<file path="src/rtl/hist_bin_ctrl.sv">
// Histogram bin RAM controller: arbitrates kernel increments, host readout and bulk clear.
// Optional HIST_SAT_EN: bins and total_cnt saturate instead of wrapping.
module hist_bin_ctrl #(
  parameter int unsigned BIN_ADDR_W = 8,
  parameter int unsigned CNT_W      = 32,
  parameter int unsigned NUM_BINS   = 256
) (
  input  logic                  clk,
  input  logic                  rst,
  input  logic                  inc_valid,
  input  logic [BIN_ADDR_W-1:0] inc_bin,
  output logic                  inc_ready,
  input  logic                  host_rd_req,
  input  logic [BIN_ADDR_W-1:0] host_rd_addr,
  output logic                  host_rd_ready,
  output logic                  host_rd_valid,
  output logic [CNT_W-1:0]      host_rd_data,
  input  logic                  clear_start,
  output logic                  clear_done,
  output logic                  busy,
  output logic [CNT_W-1:0]      total_cnt,
  output logic [BIN_ADDR_W-1:0] ram_raddr,
  input  logic [CNT_W-1:0]      ram_rdata,
  output logic [BIN_ADDR_W-1:0] ram_waddr,
  output logic [CNT_W-1:0]      ram_wdata,
  output logic                  ram_wen
);

  typedef enum logic [1:0] {IDLE, DRAIN, CLEAR} state_t;

  state_t                  state;
  logic                    s1_valid;
  logic [BIN_ADDR_W-1:0]   s1_bin;
  logic                    rd_pend;
  logic [BIN_ADDR_W-1:0]   rd_addr_q;
  logic [CNT_W-1:0]        rd_hold;
  logic                    fwd_valid;
  logic [BIN_ADDR_W-1:0]   fwd_addr;
  logic [CNT_W-1:0]        fwd_data;
  logic [BIN_ADDR_W-1:0]   clr_addr;
  logic [BIN_ADDR_W-1:0]   raddr_q;

  logic                    idle_c;
  logic                    clr_go_c;
  logic                    host_acc_c;
  logic                    inc_acc_c;
  logic [CNT_W-1:0]        s1_base_c;
  logic [CNT_W-1:0]        rd_base_c;
  logic [CNT_W-1:0]        inc_val_c;

  // Arbitration, read issue, forwarding and write datapath for the current cycle.
  // RAM read data lands the cycle after issue, so these paths are combinational.
  always_comb begin
    idle_c        = 1'b0;
    clr_go_c      = 1'b0;
    host_rd_ready = 1'b0;
    inc_ready     = 1'b0;
    host_acc_c    = 1'b0;
    inc_acc_c     = 1'b0;
    ram_raddr     = '0;
    ram_wen       = 1'b0;
    ram_waddr     = '0;
    ram_wdata     = '0;
    host_rd_valid = 1'b0;
    host_rd_data  = '0;
    busy          = 1'b0;

    s1_base_c = (fwd_valid && fwd_addr == s1_bin)    ? fwd_data : ram_rdata;
    rd_base_c = (fwd_valid && fwd_addr == rd_addr_q) ? fwd_data : ram_rdata;
`ifdef HIST_SAT_EN
    inc_val_c = (s1_base_c == '1) ? s1_base_c : s1_base_c + CNT_W'(1);
`else
    inc_val_c = s1_base_c + CNT_W'(1);
`endif

    if (!rst) begin
      idle_c        = (state == IDLE);
      clr_go_c      = idle_c && clear_start;
      host_rd_ready = idle_c && !clear_start;
      inc_ready     = idle_c && !clear_start && !host_rd_req;
      host_acc_c    = host_rd_ready && host_rd_req;
      inc_acc_c     = inc_ready && inc_valid;

      ram_raddr = raddr_q;
      if (host_acc_c)     ram_raddr = host_rd_addr;
      else if (inc_acc_c) ram_raddr = inc_bin;

      // Idle write port keeps showing the last write, which the forward regs hold.
      ram_waddr = fwd_addr;
      ram_wdata = fwd_data;
      if (state == CLEAR) begin
        ram_wen   = 1'b1;
        ram_waddr = clr_addr;
        ram_wdata = '0;
      end else if (s1_valid) begin
        ram_wen   = 1'b1;
        ram_waddr = s1_bin;
        ram_wdata = inc_val_c;
      end

      host_rd_valid = rd_pend;
      host_rd_data  = rd_pend ? rd_base_c : rd_hold;
      busy          = (state != IDLE) || s1_valid;
    end
  end

  // Control FSM, increment stage S1, forwarding register and counters.
  always_ff @(posedge clk) begin
    if (rst) begin
      state      <= IDLE;
      s1_valid   <= 1'b0;
      s1_bin     <= '0;
      rd_pend    <= 1'b0;
      rd_addr_q  <= '0;
      rd_hold    <= '0;
      fwd_valid  <= 1'b0;
      fwd_addr   <= '0;
      fwd_data   <= '0;
      clr_addr   <= '0;
      raddr_q    <= '0;
      total_cnt  <= '0;
      clear_done <= 1'b0;
    end else begin
      clear_done <= 1'b0;
      raddr_q    <= ram_raddr;
      s1_valid   <= inc_acc_c;
      rd_pend    <= host_acc_c;
      fwd_valid  <= ram_wen;
      if (inc_acc_c)  s1_bin    <= inc_bin;
      if (host_acc_c) rd_addr_q <= host_rd_addr;
      if (rd_pend)    rd_hold   <= rd_base_c;
      if (ram_wen) begin
        fwd_addr <= ram_waddr;
        fwd_data <= ram_wdata;
      end
`ifdef HIST_SAT_EN
      if (inc_acc_c && total_cnt != '1) total_cnt <= total_cnt + CNT_W'(1);
`else
      if (inc_acc_c) total_cnt <= total_cnt + CNT_W'(1);
`endif

      case (state)
        IDLE: begin
          if (clr_go_c) begin
            clr_addr  <= '0;
            total_cnt <= '0;
            state     <= s1_valid ? DRAIN : CLEAR;
          end
        end
        DRAIN: state <= CLEAR;
        CLEAR: begin
          clr_addr <= clr_addr + BIN_ADDR_W'(1);
          if (clr_addr == BIN_ADDR_W'(NUM_BINS - 1)) begin
            state      <= IDLE;
            clear_done <= 1'b1;
          end
        end
        default: state <= IDLE;
      endcase
    end
  end

endmodule

</file>
<file path="config.mk">
export PLATFORM = sky130hd
export DESIGN_NAME = hist_bin_ctrl
export DESIGN_NICKNAME = d
export VERILOG_FILES = /design/src/rtl/hist_bin_ctrl.sv
export SDC_FILE = /design/constraint.sdc
export NUM_CORES = 1
export LEC_CHECK = 0
export ABC_AREA = 1
export BUFFER_PORTS_ARGS = -buffer_cell sky130_fd_sc_hd__buf_2
export CAP_MARGIN = 15
export CORE_UTILIZATION = 60
export DETAILED_ROUTE_END_ITERATION = 10
export HOLD_SLACK_MARGIN = 0.08
export PLACE_DENSITY_LB_ADDON = 0.3
export SLEW_MARGIN = 10
export SYNTH_ARGS = -nofsm -noshare
export SYNTH_HDL_FRONTEND = slang
export SYNTH_SLANG_ARGS = --single-unit
</file>
<file path="constraint.sdc">
create_clock -name clk -period 5.4 [get_ports clk]
set_clock_uncertainty 0.05 [all_clocks]
set_input_delay 0.27 -clock clk [delete_from_list [all_inputs] [get_ports clk]]
set_output_delay 0.27 -clock clk [all_outputs]
set_load 0.02 [all_outputs]
</file>
======== Word-level counts from Yosys, hierarchy flattened ========
Index checks and enable logic that the tools add are counted.
operators by class
  reductions and logical operators ........ 16
  add/subtract/negate cells ............... 3
  bitwise logic cells ..................... 1
  multiplexer cells ....................... 33
  eq/ne operators ......................... 7
operators with widths
  cell                                                                    number
  32-bit two-way mux                                                      10
  32-bit by 1-bit adder with 32-bit output (second input constant)        2
  8-bit two-way mux                                                       7
  8-bit equality test                                                     2
  8-bit one-hot mux with 2 select lines                                   1
  1-bit two-way mux                                                       11
  8-bit by 1-bit adder with 8-bit output (second input constant)          1
  8-bit equality test (second input constant)                             1
  1-bit logical AND                                                       7
  2-bit two-way mux                                                       3
  2-bit one-hot mux with 3 select lines                                   1
  2-bit AND reduction                                                     2
  2-bit nonzero test                                                      2
  2-bit by 1-bit equality test with 1-bit output (second input constant)  1
  2-bit equality test (second input constant)                             1
  1-bit zero test                                                         2
  2-bit zero test                                                         1
  2-bit by 1-bit != test with 1-bit output (second input constant)        1
  2-bit != test (second input constant)                                   1
  2-bit OR reduction                                                      1
  1-bit logical OR                                                        1
  1-bit NOT                                                               1
word-level totals
  output and inout port bits .............. 118
  bits in registers ....................... 142
  word-level logic and storage cells ...... 73

======== Longest topological paths before layout ========
  depth after elaboration ................. 8
  gate-level depth with buffers ........... 20
  mapped depth without buffers ............ 19

======== Worst setup path before layout ========
Ideal clock, no wire load.
  kind .................................... flip-flop to output port
  start point ............................. register s1_bin[7]
  end point ............................... output port ram_wdata[26]
  data required time ...................... 5.080 ns
  cell stages (with the launch flop) ...... 17
  path slack .............................. 2.783 ns
  data arrival time ....................... 2.297 ns
  cells stage by stage .................... dfxtp_1 inv_1 nand2_1 nand2_1 nand3b_1 nor2_2 nand2_1 o21ai_1 inv_1 ha_1 nand2_1 nor2_4 nand3_1 inv_1 a21oi_1 nor2_1 nor2_1
on the way
  longest elaborated chain between the ends .. 7
ends and longest elaborated chain
  what                                      RTL line  source
  start: declaration                        33        logic [BIN_ADDR_W-1:0] s1_bin;
  start signal: assignment                  129       if (inc_acc_c) s1_bin <= inc_bin;
  8-bit equality test                       68        s1_base_c = (fwd_valid && fwd_addr == s1_bin) ? fwd_data : ram_rdata;
  1-bit logical AND                         68
  32-bit two-way mux                        68
  32-bit by 1-bit adder with 32-bit output  73        inc_val_c = s1_base_c + CNT_W'(1);
  32-bit two-way mux                        95        end else if (s1_valid) begin
  32-bit two-way mux                        91        if (state == CLEAR) begin
  32-bit two-way mux                        76        if (!rst) begin
  end: declaration                          25        output logic [CNT_W-1:0] ram_wdata,
Every way passes these cells.

======== Worst setup path in the final report ========
  start point ............................. register fwd_addr[4]
  end point ............................... output port ram_wdata[26]
on the way
  longest elaborated chain between the ends .. 7
ends and longest elaborated chain
  what                                      RTL line  source
  start: declaration                        38        logic [BIN_ADDR_W-1:0] fwd_addr;
  start signal: assignment                  133       fwd_addr <= ram_waddr;
  8-bit equality test                       68
  1-bit logical AND                         68
  32-bit two-way mux                        68
  32-bit by 1-bit adder with 32-bit output  73
  32-bit two-way mux                        95
  32-bit two-way mux                        91
  32-bit two-way mux                        76
Every way passes these cells.

==> impl_metrics.toml <==
[status]
status = "complete, no violations"

[sta]
setup_viol = 0
rsz0062_at_grt = "false"
max_freq_ghz = 0.253
relSlewSlack_pct = 26.1
finalHoldViolations = 0
final.period_utilization_pct = 73.1
fin_tns_setup_ns = 0
worstMarginPinSlew_ns = 1.11
min_period_ns = 3.95
slew_viol_final = 0

[yosys]
synth_top_cell_area_share_pct = 34.0
yosysMostFrequentCell = "nand2_1"
synth_top_area_cell = "dfxtp_1"
synth_cell_types = 42
synth_edf_count = 0
avgSynthCellArea_um2 = 6.59
synthTopCellsByArea = "dfxtp_1 34%, nand2_1 14%, inv_1 8.1%, nor2_1 5.4%, nand3_1 5.4%"
mappedNetlistNets = 1323
ys.flop_type = "dfxtp_1"
async_flop_share_pct = 0
yosys_warnings = 0
syn_inst = 1267
ys_top_cells_by_count = "309 x nand2_1, 181 x inv_1, 142 x dfxtp_1"
synth-seq-cells = 142
synth_area_um2 = 8360
ys_seq_area_share_pct = 34.0

[worst_setup_path]
cp.required_ns = 5.08
critPathMaxStageDelay_ns = 0.62
crit_type = "flop to output pin"
arrival_ns = 3.63
crit_path_frequent_cell = "nand2_1"
crit_slowest_cell = "nand3_2"
worstSetupEndpointType = "output pin"
startpoint_type = "flop"
cp_cell_sequence = "xnor2_2 > inv_2 > nor2_2 > buf_4 > nand3_2 > nand2_1 > nand2_1 > ha_1 > nand2_1 > nor2_4 > nand3_1 > inv_1 > nand3_1 > nand2_1 > nor2_1 > nor2_1 > buf_2"
worstPathMaxFanout = 31

[hold_path]
hold_class = "input port to flop"

[final_layout]
final_cells = 1604
synthToLayoutAreaGrowth_pct = 18.4
num_antenna_cells = 0
fin_nets = 1471
seqCellArea_um2 = 2850
fillers = 1158
drive_gt1_share_pct = 20.0
multi_input_area_um2 = 4560

[clock_network]
cts-buffers-inserted = 17
cts_tree = "done"
cts_resized = 0
clkTransAtPathRegs_ns = 0.06
insertion_delay_ns = 0.43
cts.sinks = 142
clockRootBuffer = "clkbuf_16"
post-cts-setup-buffers = 0
cts.htree.levels = 4
cts_buffer_depth = 2

[global_route]
track_usage_pct = 32.4
grt_pass1_vias = 7887
met1_usage_pct = 43.2
busiest_layer = "met2"
grt.overflow.total = 0
antenna_found_initial = 0
met3_usage_pct = 6.08
use_met2_pct = 51.8
grt_max_degree = 66
grt_pass1_wl_um = 37500

[drt]
totalWireLength_um = 23000
drt-initial-drc-count = 851
vias_per_cell = 5.48
ant_nets = 0
dr.pass1.iters = 6
via_count = 8783
wl_per_cell_um = 14.4
drc = 0

[placed_design]
port_buffers = 170
gp_congestion = 0.931
dp_hpwl_um = 16000
dp_cells = 1567

[floorplan]
core_area_um2 = 13400
start_util_pct = 62.4
die-area_um2 = 14400
rows = 42
fp.dieH_um = 120
dieWidth_um = 120
pin_count = 171

[run]
max_cap_violations = 0

[pwr]
ir_drop_uv = 265
p_leak_uw = 0.00486
p_per_area_nw_per_um2 = 284
[state kept, by name (all words and copies together), names as in the netlist, 2 cells and up]
| signal | cells |
|---|---|
| rd_addr_q | 8 |
| state | 2 |
| rd_hold | 32 |
| clr_addr | 8 |
| total_cnt | 32 |
| fwd_data | 32 |
| raddr_q | 8 |
| s1_bin | 8 |
| fwd_addr | 8 |
[layer usage]
layer  wire (um)  vias to the layer above
met5           0                        -
met4         491                        0
met3        1840                       42
met2       10500                      377
met1       10200                     3990
li1            -                     4374
[what timing repair did]
item | 4_1_cts | 5_1_grt
endpoints found under the setup margin | 0 | 0
endpoints found under the hold margin | 6 | 0
hold buffers | 5 | 0
[report_power, final]
group | switching [uW] | internal (uW) | leakage (uW)
combinational | 350 | 147 | 0.00341
clock | 457 | 740 | 0.000295
sequential | 27.3 | 1090 | 0.00115
total | 834 | 1980 | 0.00486
[worst max-delay path, delay by kind of cell (launching register included)]
| kind | cells | cell delay [ns] |
|---|---|---|
| fa+ha+maj | 1 | 0.22 |
| flops | 1 | 0.42 |
| buf+inv | 4 | 0.67 |
| xor+xnor | 1 | 0.15 |
| simple gates | 11 | 1.72 |
[path summary, 6_finish.rpt]
check | start | end | slack, ns | depth (start not counted)
setup / recovery | fwd_addr[4] | ram_wdata[26] | 1.45 | 17
hold / removal | host_rd_addr[0] | raddr_q[0] | 0.07 | 3
hold reg to reg | rd_hold[2] | rd_hold[2] | 0.42 | 2
setup reg to reg | fwd_addr[4] | fwd_data[26] | 2.22 | 16
[stage by stage]
step,total power (uW),util (%),area [um2],hold slack (ns),worst slack [ns]
floorplan,1480,-,8360,0.387,2.78
global route,2920,73.9,9900,0.0872,1.12
detailed placement,1620,69.0,9240,0.405,1.94
finish,2810,73.9,9900,0.0684,1.45
global placement,1610,69.0,9240,0.402,2.01
CTS,2800,73.9,9900,0.0803,1.49
[area by class of cell]
cell class | count | area share, %
Clock buffer | 23 | 5.03
Clock inverter | 9 | 1.09
Sequential cell | 142 | 28.7
Multi-Input combinational cell | 882 | 46.1
Tap cell | 176 | 2.23
Inverter | 190 | 7.21
Timing Repair Buffer | 182 | 9.63
[layout by cell type (no fill, tap or decap), drive strengths merged]
cell           n
o211ai        56
nand3         98
nor3          12
and2           3
nor4           4
a211oi        15
nand2        333
clkinv         7
o21ai         52
dlygate4sd3    5
a31oi          2
a2111oi        1
nor3b          1
bufinv         2
o22ai         17
nor2         153
buf          177
inv          188
o21bai        19
a221oi         3
nand4          8
clkinvlp       2
a21oi         62
xor2          19
nor4b          2
nand3b         5
ha             3
clkbuf        23
dfxtp        142
xnor2         14
[cells by family after synthesis]
group / count (synthesis) / share of synthesized area [%]
AOI/OAI and AO/OA: 227 / 16.8
xor gates and xnor gates: 33 / 3.55
buffers and inverters: 243 / 11.5
and+or+nand+nor: 619 / 33.6
DFF: 142 / 34.0
adders and majority gates: 3 / 0.449
(Power assumes the default switching activity.)
